`src/rtl/fast_field_decoder_if.sv`:
```
// fast_field_decoder_if: byte-lane, descriptor and decoded-field signals of the FAST field decoder
interface fast_field_decoder_if #(
  parameter int NUM_PATHS = 4,
  parameter int VAL_W = 64,
  parameter int NUM_SLOTS = 16,
  parameter int MSGID_W = 21,
  parameter int FNUM_W = 8
);
  localparam int PW = (NUM_PATHS > 1) ? $clog2(NUM_PATHS) : 1;
  localparam int SW = (NUM_SLOTS > 1) ? $clog2(NUM_SLOTS) : 1;
  logic [NUM_PATHS-1:0] in_valid;
  logic [NUM_PATHS-1:0][7:0] in_byte;
  logic [NUM_PATHS-1:0] in_ready;
  logic desc_valid;
  logic desc_ready;
  logic desc_type;
  logic [2:0] desc_op;
  logic desc_pmap;
  logic [SW-1:0] desc_slot;
  logic [VAL_W-1:0] desc_const;
  logic [MSGID_W-1:0] desc_msgid;
  logic [FNUM_W-1:0] desc_fnum;
  logic dict_clear;
  logic out_valid;
  logic out_ready;
  logic [VAL_W-1:0] out_value;
  logic [MSGID_W-1:0] out_msgid;
  logic [FNUM_W-1:0] out_fnum;
  logic [PW-1:0] out_path;
  logic err_valid;
  logic [1:0] err_code;
  modport master (
    output in_valid, in_byte, desc_valid, desc_type, desc_op, desc_pmap, desc_slot, desc_const,
           desc_msgid, desc_fnum, dict_clear, out_ready,
    input  in_ready, desc_ready, out_valid, out_value, out_msgid, out_fnum, out_path, err_valid, err_code
  );
  modport slave (
    input  in_valid, in_byte, desc_valid, desc_type, desc_op, desc_pmap, desc_slot, desc_const,
           desc_msgid, desc_fnum, dict_clear, out_ready,
    output in_ready, desc_ready, out_valid, out_value, out_msgid, out_fnum, out_path, err_valid, err_code
  );
endinterface

```
`src/rtl/fast_field_decoder.sv`:
```
// fast_field_decoder: round-robin stop-bit field collector with FAST operator/dictionary stage
module fast_field_decoder #(
  parameter int NUM_PATHS = 4,
  parameter int VAL_W = 64,
  parameter int MAX_BYTES = 10,
  parameter int NUM_SLOTS = 16,
  parameter int MSGID_W = 21,
  parameter int FNUM_W = 8
) (
  input logic clk,
  input logic rstn,
  fast_field_decoder_if.slave bus
);
  localparam int PW = (NUM_PATHS > 1) ? $clog2(NUM_PATHS) : 1;
  localparam int SW = (NUM_SLOTS > 1) ? $clog2(NUM_SLOTS) : 1;
  localparam int CW = $clog2(MAX_BYTES + 1);
  localparam logic [2:0] S_IDLE = 3'd0, S_ARB = 3'd1, S_COLLECT = 3'd2, S_APPLY = 3'd3, S_OUT = 3'd4, S_DRAIN = 3'd5;
  localparam logic [2:0] OP_NONE = 3'd0, OP_CONST = 3'd1, OP_COPY = 3'd2, OP_DEFAULT = 3'd3, OP_DELTA = 3'd4, OP_INCR = 3'd5;
  logic [2:0] state_q, op_q;
  logic [PW-1:0] rr_q, lane_q, grant, cand;
  logic found, type_q, pmap_q, sign_q, ovf_q;
  logic [SW-1:0] slot_q;
  logic [VAL_W-1:0] const_q, acc_q, base, acc_d, res;
  logic [MSGID_W-1:0] msgid_q;
  logic [FNUM_W-1:0] fnum_q;
  logic [CW-1:0] cnt_q;
  logic [VAL_W-1:0] dict_q [NUM_SLOTS];
  logic [NUM_SLOTS-1:0] dvld_q;
  logic out_valid_q, err_valid_q;
  logic [VAL_W-1:0] out_value_q;
  logic [MSGID_W-1:0] out_msgid_q;
  logic [FNUM_W-1:0] out_fnum_q;
  logic [PW-1:0] out_path_q;
  logic [1:0] err_code_q;
  logic [7:0] b_in;
  logic busy, take, sgn, ovf_now, needs, store, derr, do_store, dok;
  logic [VAL_W-1:0] dval;
  assign busy = (state_q == S_COLLECT) || (state_q == S_DRAIN);
  assign b_in = bus.in_byte[lane_q];
  assign take = busy && bus.in_valid[lane_q];
  assign bus.in_ready = busy ? (NUM_PATHS'(1) << lane_q) : '0;
  assign bus.desc_ready = state_q == S_IDLE;
  assign bus.out_valid = out_valid_q;
  assign bus.out_value = out_value_q;
  assign bus.out_msgid = out_msgid_q;
  assign bus.out_fnum = out_fnum_q;
  assign bus.out_path = out_path_q;
  assign bus.err_valid = err_valid_q;
  assign bus.err_code = err_code_q;
  assign needs = (bus.desc_op == OP_NONE) || (bus.desc_op == OP_DELTA) ||
                 (bus.desc_pmap && (bus.desc_op == OP_COPY || bus.desc_op == OP_DEFAULT || bus.desc_op == OP_INCR));
  // the first int byte with bit6 set preloads the accumulator with the sign
  assign sgn = (cnt_q == '0) ? (type_q & b_in[6]) : sign_q;
  assign base = (cnt_q == '0) ? {VAL_W{sgn}} : acc_q;
  assign acc_d = {base[VAL_W-8:0], b_in[6:0]};
  assign ovf_now = base[VAL_W-1 -: 7] != {7{sgn}};
  assign dval = dict_q[slot_q];
  assign dok = dvld_q[slot_q];
  assign do_store = (state_q == S_APPLY) && !ovf_q && store;
  always_comb begin
    grant = rr_q;
    found = 1'b0;
    cand = '0;
    for (int i = NUM_PATHS; i >= 1; i--) begin
      cand = PW'((int'(rr_q) + i) % NUM_PATHS);
      if (bus.in_valid[cand]) begin
        grant = cand;
        found = 1'b1;
      end
    end
  end
  always_comb begin
    res = acc_q;
    store = 1'b0;
    derr = 1'b0;
    case (op_q)
      OP_CONST: res = const_q;
      OP_COPY: begin
        res = pmap_q ? acc_q : (dok ? dval : '0);
        store = pmap_q;
        derr = !pmap_q && !dok;
      end
      OP_DEFAULT: res = pmap_q ? acc_q : const_q;
      OP_INCR: begin
        res = pmap_q ? acc_q : (dok ? dval + VAL_W'(1) : '0);
        store = pmap_q || dok;
        derr = !pmap_q && !dok;
      end
      OP_DELTA: begin
        res = (dok ? dval : const_q) + acc_q;
        store = 1'b1;
      end
      default: res = acc_q;
    endcase
  end
  always_ff @(posedge clk) begin
    if (!rstn) dvld_q <= '0;
    else if (bus.dict_clear) dvld_q <= '0;
    else if (do_store) dvld_q[slot_q] <= 1'b1;
  end
  always_ff @(posedge clk) begin
    if (do_store) dict_q[slot_q] <= res;
  end
  always_ff @(posedge clk) begin
    if (!rstn) begin
      state_q <= S_IDLE;
      rr_q <= PW'(NUM_PATHS - 1);
      lane_q <= '0;
      type_q <= 1'b0;
      op_q <= '0;
      pmap_q <= 1'b0;
      slot_q <= '0;
      const_q <= '0;
      msgid_q <= '0;
      fnum_q <= '0;
      acc_q <= '0;
      cnt_q <= '0;
      sign_q <= 1'b0;
      ovf_q <= 1'b0;
      out_valid_q <= 1'b0;
      out_value_q <= '0;
      out_msgid_q <= '0;
      out_fnum_q <= '0;
      out_path_q <= '0;
      err_valid_q <= 1'b0;
      err_code_q <= '0;
    end else begin
      err_valid_q <= 1'b0;
      case (state_q)
        S_IDLE: if (bus.desc_valid) begin
          type_q <= bus.desc_type;
          op_q <= bus.desc_op;
          pmap_q <= bus.desc_pmap;
          slot_q <= bus.desc_slot;
          const_q <= bus.desc_const;
          msgid_q <= bus.desc_msgid;
          fnum_q <= bus.desc_fnum;
          acc_q <= '0;
          cnt_q <= '0;
          sign_q <= 1'b0;
          ovf_q <= 1'b0;
          lane_q <= '0;
          state_q <= needs ? S_ARB : S_APPLY;
        end
        S_ARB: if (found) begin
          lane_q <= grant;
          rr_q <= grant;
          state_q <= S_COLLECT;
        end
        S_COLLECT: if (take) begin
          acc_q <= acc_d;
          sign_q <= sgn;
          cnt_q <= cnt_q + 1'b1;
          ovf_q <= ovf_q | ovf_now;
          if (b_in[7]) state_q <= S_APPLY;
          else if (cnt_q == CW'(MAX_BYTES - 1)) begin
            err_valid_q <= 1'b1;
            err_code_q <= 2'd1;
            state_q <= S_DRAIN;
          end
        end
        S_DRAIN: if (take && b_in[7]) state_q <= S_IDLE;
        S_APPLY: if (ovf_q) begin
          err_valid_q <= 1'b1;
          err_code_q <= 2'd0;
          state_q <= S_IDLE;
        end else begin
          out_valid_q <= 1'b1;
          out_value_q <= res;
          out_msgid_q <= msgid_q;
          out_fnum_q <= fnum_q;
          out_path_q <= lane_q;
          err_valid_q <= derr;
          err_code_q <= derr ? 2'd2 : err_code_q;
          state_q <= S_OUT;
        end
        S_OUT: if (bus.out_ready) begin
          out_valid_q <= 1'b0;
          state_q <= S_IDLE;
        end
        default: state_q <= S_IDLE;
      endcase
    end
  end
endmodule

```
`src/flat_wrapper.sv`:
```
// flat-port wrapper written by rule: the top's interface ports become plain ports
module fast_field_decoder_flat 
#(
  parameter int NUM_PATHS = 4,
  parameter int VAL_W = 64,
  parameter int MAX_BYTES = 10,
  parameter int NUM_SLOTS = 16,
  parameter int MSGID_W = 21,
  parameter int FNUM_W = 8
)
  (clk, rstn, bus_in_valid, bus_in_byte, bus_desc_valid, bus_desc_type, bus_desc_op, bus_desc_pmap, bus_desc_slot, bus_desc_const, bus_desc_msgid, bus_desc_fnum, bus_dict_clear, bus_out_ready, bus_in_ready, bus_desc_ready, bus_out_valid, bus_out_value, bus_out_msgid, bus_out_fnum, bus_out_path, bus_err_valid, bus_err_code);
  fast_field_decoder_if #(.NUM_PATHS(NUM_PATHS), .VAL_W(VAL_W), .NUM_SLOTS(NUM_SLOTS), .MSGID_W(MSGID_W), .FNUM_W(FNUM_W)) bus_i ();
  input logic clk;
  input logic rstn;
  input wire logic [$bits(bus_i.in_valid)-1:0] bus_in_valid;
  input wire logic [$bits(bus_i.in_byte)-1:0] bus_in_byte;
  input wire logic [$bits(bus_i.desc_valid)-1:0] bus_desc_valid;
  input wire logic [$bits(bus_i.desc_type)-1:0] bus_desc_type;
  input wire logic [$bits(bus_i.desc_op)-1:0] bus_desc_op;
  input wire logic [$bits(bus_i.desc_pmap)-1:0] bus_desc_pmap;
  input wire logic [$bits(bus_i.desc_slot)-1:0] bus_desc_slot;
  input wire logic [$bits(bus_i.desc_const)-1:0] bus_desc_const;
  input wire logic [$bits(bus_i.desc_msgid)-1:0] bus_desc_msgid;
  input wire logic [$bits(bus_i.desc_fnum)-1:0] bus_desc_fnum;
  input wire logic [$bits(bus_i.dict_clear)-1:0] bus_dict_clear;
  input wire logic [$bits(bus_i.out_ready)-1:0] bus_out_ready;
  output wire logic [$bits(bus_i.in_ready)-1:0] bus_in_ready;
  output wire logic [$bits(bus_i.desc_ready)-1:0] bus_desc_ready;
  output wire logic [$bits(bus_i.out_valid)-1:0] bus_out_valid;
  output wire logic [$bits(bus_i.out_value)-1:0] bus_out_value;
  output wire logic [$bits(bus_i.out_msgid)-1:0] bus_out_msgid;
  output wire logic [$bits(bus_i.out_fnum)-1:0] bus_out_fnum;
  output wire logic [$bits(bus_i.out_path)-1:0] bus_out_path;
  output wire logic [$bits(bus_i.err_valid)-1:0] bus_err_valid;
  output wire logic [$bits(bus_i.err_code)-1:0] bus_err_code;
  assign bus_i.in_valid = bus_in_valid;
  assign bus_i.in_byte = bus_in_byte;
  assign bus_i.desc_valid = bus_desc_valid;
  assign bus_i.desc_type = bus_desc_type;
  assign bus_i.desc_op = bus_desc_op;
  assign bus_i.desc_pmap = bus_desc_pmap;
  assign bus_i.desc_slot = bus_desc_slot;
  assign bus_i.desc_const = bus_desc_const;
  assign bus_i.desc_msgid = bus_desc_msgid;
  assign bus_i.desc_fnum = bus_desc_fnum;
  assign bus_i.dict_clear = bus_dict_clear;
  assign bus_i.out_ready = bus_out_ready;
  assign bus_in_ready = bus_i.in_ready;
  assign bus_desc_ready = bus_i.desc_ready;
  assign bus_out_valid = bus_i.out_valid;
  assign bus_out_value = bus_i.out_value;
  assign bus_out_msgid = bus_i.out_msgid;
  assign bus_out_fnum = bus_i.out_fnum;
  assign bus_out_path = bus_i.out_path;
  assign bus_err_valid = bus_i.err_valid;
  assign bus_err_code = bus_i.err_code;
  fast_field_decoder #(.NUM_PATHS(NUM_PATHS), .VAL_W(VAL_W), .MAX_BYTES(MAX_BYTES), .NUM_SLOTS(NUM_SLOTS), .MSGID_W(MSGID_W), .FNUM_W(FNUM_W)) u_core (.clk(clk), .rstn(rstn), .bus(bus_i));
endmodule
```
`config.mk`:
```
export PLATFORM = sky130hd
export DESIGN_NAME = fast_field_decoder_flat
export DESIGN_NICKNAME = d
export VERILOG_FILES = /design/src/rtl/fast_field_decoder_if.sv /design/src/rtl/fast_field_decoder.sv /design/src/flat_wrapper.sv
export SDC_FILE = /design/constraint.sdc
export NUM_CORES = 2
export LEC_CHECK = 0
export BUFFER_PORTS_ARGS = -buffer_cell sky130_fd_sc_hd__clkbuf_2
export CORE_ASPECT_RATIO = 2
export CORE_MARGIN = 8
export CORE_UTILIZATION = 25
export DETAILED_ROUTE_END_ITERATION = 8
export SETUP_SLACK_MARGIN = 0.5
export SYNTH_ARGS = -nofsm -noshare
export SYNTH_HDL_FRONTEND = slang
export SYNTH_SLANG_ARGS = --single-unit
```
`constraint.sdc`:
```
create_clock -name clk -period 9.8 [get_ports clk]
set_input_delay 1.96 -clock clk [delete_from_list [all_inputs] [get_ports clk]]
set_output_delay 1.96 -clock clk [all_outputs]
set_load 0.05 [all_outputs]
```
==> metrics.cfg <==
[die]
die_h_um=712
num_rows=255
die_w_um=364
initial_core_util_pct=25.1
coreArea_um2=241000
num_io_pins=247
dieArea_um2=259000

[setup_path]
worst_setup_path_end_kind=flip-flop
reg2reg_slack_ps=1810
crit_arrival_ps=8410
cp.required_ps=10220
r2r-end=u_core.dict_q[0][54]$_DFFE_PP_
cp_slowest_cell=and2b_1
ff2ff_path_depth=19
crit_chain=and2b_1 -> buf_4 -> a22oi_1 -> nand2_1 -> mux2i_1 -> fa_1 -> nand2b_1 -> a21oi_1 -> o31ai_1 -> o21ai_0 -> a31oi_1 -> o21ai_0 -> buf_4 -> a21oi_1 -> buf_4 -> o31ai_1 -> xnor2_1 -> o21ai_0 -> nor2b_1
crit_type=flip-flop to flip-flop
slowest_delay_ps=780
path_max_fanout=36
worstSetupStartpointType=flip-flop

[cts]
worst_setup_hold_path_clk_slew_ps=80
clockBufferDepth=3
ctsResizeCount=0
h-tree-depth=3
post_cts_buffers=0
tritoncts=built
clk_latency_ps=760
cts.sinks=1322
ctsHoldBuffers=0
numCtsBuffers=100
root_buffer=clkbuf_16

[route]
drc=0
wl_per_cell_um=27.0
first_pass_iters=6
postRouteAntennaNets=0
via_count=42800
wirelength_um=221000
drt_iter0_drc=4894
routed_via_density=5.23

[logic_synthesis]
synth_area_um2=60500
ys_warn_count=0
synth_largest_area_cell=edfxtp_1
async_flop_share_pct=0
synth_edf_count=1024
synth_area_leaders=edfxtp_1 51%, dfxtp_1 9.9%, mux4_2 9.8%
syn_inst=4681
synth_top_family_by_area=compound AO/OA/AOI/OAI gates
synth.top_cell.area_share_pct=50.8
avgSynthCellArea_um2=12.9
synth_top_flop_cell=edfxtp_1
synth-xor-area-share_pct=1.30
synth_seq_cells=1322
syn-num-nets=4892
synth.distinct_cells=95
synthSimpleGateAreaFrac_pct=10.2
yosysSeqAreaShare_pct=60.7
synth.mux.area_fraction_pct=11.3
synth_compound_area_share_pct=12.2
synth_fa_ha_area_share_pct=1.42

[run_status]
status=finished clean

[worst_hold_path]
worstHoldStart=u_core.bus.out_value[27]$_SDFFE_PN0P_
hold_end=u_core.bus.out_value[27]$_SDFFE_PN0P_
hold_path_class=flip-flop to flip-flop
worstHoldPathCells=2

[pwr]
power_density_nw_per_um2=255
peakVddDrop_v=0.000202
leakage_nw=22.5

[placement]
hpwl_um=151000
dp_cells=7975
port_buffers=246
gp_congestion=1.02

[timing]
whs_ps=455
setup_tns_ps=0
fin_crit_ps=7990
relSlewSlack_pct=4.82
rsz0062_at_grt=no
skew_ps=75.9
finalHoldViolations=0
max_freq_mhz=125
worstMarginPinSlew_ps=1410
slew_violations=0
setup_violations=0
fin_crit_sh_pct=81.6

[layout]
nets=5077
syn_to_final_growth_pct=14.7
fill_cells=24200
drive_above_1_share_pct=18.8
utilization_pct=28.8
stdcell_count=8181

[global_routing]
first_global_vias=43600
antenna_found_initial=9
grt_pass1_wl_um=312000
grt_overflow=0
grt_max_degree=83
grt_usage_pct=16.4

[job]
cap_violations=0

==> area by class of cell <==
class                      instances  area [µm²]  share of cell area [%]
sequential                      1322       36700                    52.9
multi-input combinational       2991       22400                    32.2
tap                             3212        4020                    5.79
clock buffer                     113        2590                    3.74
timing repair buffer             398        2530                    3.64
clock inverter                    77         932                    1.34
inverter                          53         199                   0.287
antenna                           15        37.5                  0.0541
==> placed cells by master, fill, tap and decap left out, types with 50 or more instances in the layout <==
master,instances
xnor2_1,60
ha_1,67
a21boi_0,171
clkbuf_2,245
nand3_1,69
a22oi_1,72
mux2i_1,51
mux4_2,263
edfxtp_1,1024
buf_4,140
nor2_1,250
dfxtp_1,294
nor3_1,149
nand2_1,696
o21ai_0,222
clkbuf_16,101
inv_1,50
a21oi_1,228
==> Yosys cell counts (23+ instances only) <==
| cell type | count |
|---|---|
| a211oi_1 | 43 |
| a21boi_0 | 171 |
| a21o_1 | 29 |
| a21oi_1 | 229 |
| a221oi_1 | 34 |
| a22oi_1 | 72 |
| a31oi_1 | 35 |
| and3_1 | 25 |
| buf_2 | 23 |
| clkbuf_1 | 231 |
| dfxtp_1 | 298 |
| edfxtp_1 | 1024 |
| ha_1 | 67 |
| inv_1 | 50 |
| mux2i_1 | 52 |
| mux4_2 | 263 |
| nand2_1 | 698 |
| nand3_1 | 69 |
| nand4_1 | 41 |
| nor2_1 | 269 |
| nor3_1 | 154 |
| o211ai_1 | 24 |
| o21a_1 | 41 |
| o21ai_0 | 227 |
| xnor2_1 | 60 |
| xor2_1 | 30 |
==> worst max-delay path by stage <==
stage | startpoint | endpoint | slack [ps]
after floorplan | u_core.slot_q[0]$_SDFFE_PN0P_ | u_core.dict_q[0][0]$_DFFE_PP_ | 2310
after global placement | flip-flop | u_core.dict_q[14][54]$_DFFE_PP_ | 1970
after detailed placement | flip-flop | u_core.dict_q[14][54]$_DFFE_PP_ | 1900
after CTS | flip-flop | u_core.dict_q[1][54]$_DFFE_PP_ | 1910
after global routing | flip-flop | u_core.dict_q[9][48]$_DFFE_PP_ | 1580
final | flip-flop | u_core.dict_q[0][54]$_DFFE_PP_ | 1810
==> power by group <==
group / total [mW] / switching, mW / internal [mW]
combinational: 5.61 / 3.99 / 1.62
sequential: 7.65 / 0.486 / 7.17
clock: 4.46 / 2.15 / 2.30
==> flip-flops by register name (all words and copies together) (netlist names), 2 cells and up, named ones only <==
signal,count
u_core.msgid_q,21
u_core.dict_q,1024
u_core.rr_q,2
u_core.fnum_q,8
u_core.lane_q,2
u_core.bus.out_value,64
u_core.dvld_q,16
u_core.bus.out_path,2
u_core.cnt_q,4
u_core.op_q,3
u_core.bus.out_fnum,8
u_core.acc_q,64
u_core.const_q,64
u_core.slot_q,4
u_core.bus.err_code,2
u_core.bus.out_msgid,21
u_core.state_q,3
==> metal layers <==
| layer | wire [µm] | part of all wire (%) | track usage, % |
|---|---|---|---|
| met1 | 76000 | 34 | 17.3 |
| met5 | 0 | 0 | 0 |
| met4 | 17900 | 8.1 | 11.1 |
| met3 | 13600 | 6.2 | 2.21 |
| met2 | 113000 | 51 | 29.9 |
==> cell families (layout without fill, tap and decap cells) <==
| logic type | after synthesis | count (layout) |
|---|---|---|
| AND/OR/NAND/NOR | 1401 | 1401 |
| adder cells (fa/ha/maj) | 68 | 68 |
| buffers and inverters | 368 | 641 |
| other | 0 | 15 |
| XOR/XNOR | 90 | 90 |
| flip-flops | 1322 | 1322 |
| multiplexers | 334 | 334 |
| AO/OA/AOI/OAI | 1098 | 1098 |
==> stage by stage <==
stage               instance area (µm²)  total power [mW]  setup slack, ps
floorplan                         60500              11.0             2310
global placement                  65800              13.2             1970
detailed placement                65800              13.3             1900
CTS                               69300              17.7             1910
global route                      69400              18.3             1580
finish                            69400              17.7             1810
==> critical path: cells and delay by family (launching register included) <==
family / cells / cell delay [ps]
compound gates: 9 / 3070
simple gates: 4 / 2100
buf+inv: 3 / 940
flops: 1 / 740
fa+ha+maj: 1 / 430
mux: 1 / 190
xor+xnor: 1 / 150
Power figures use the tool's default switching activity.
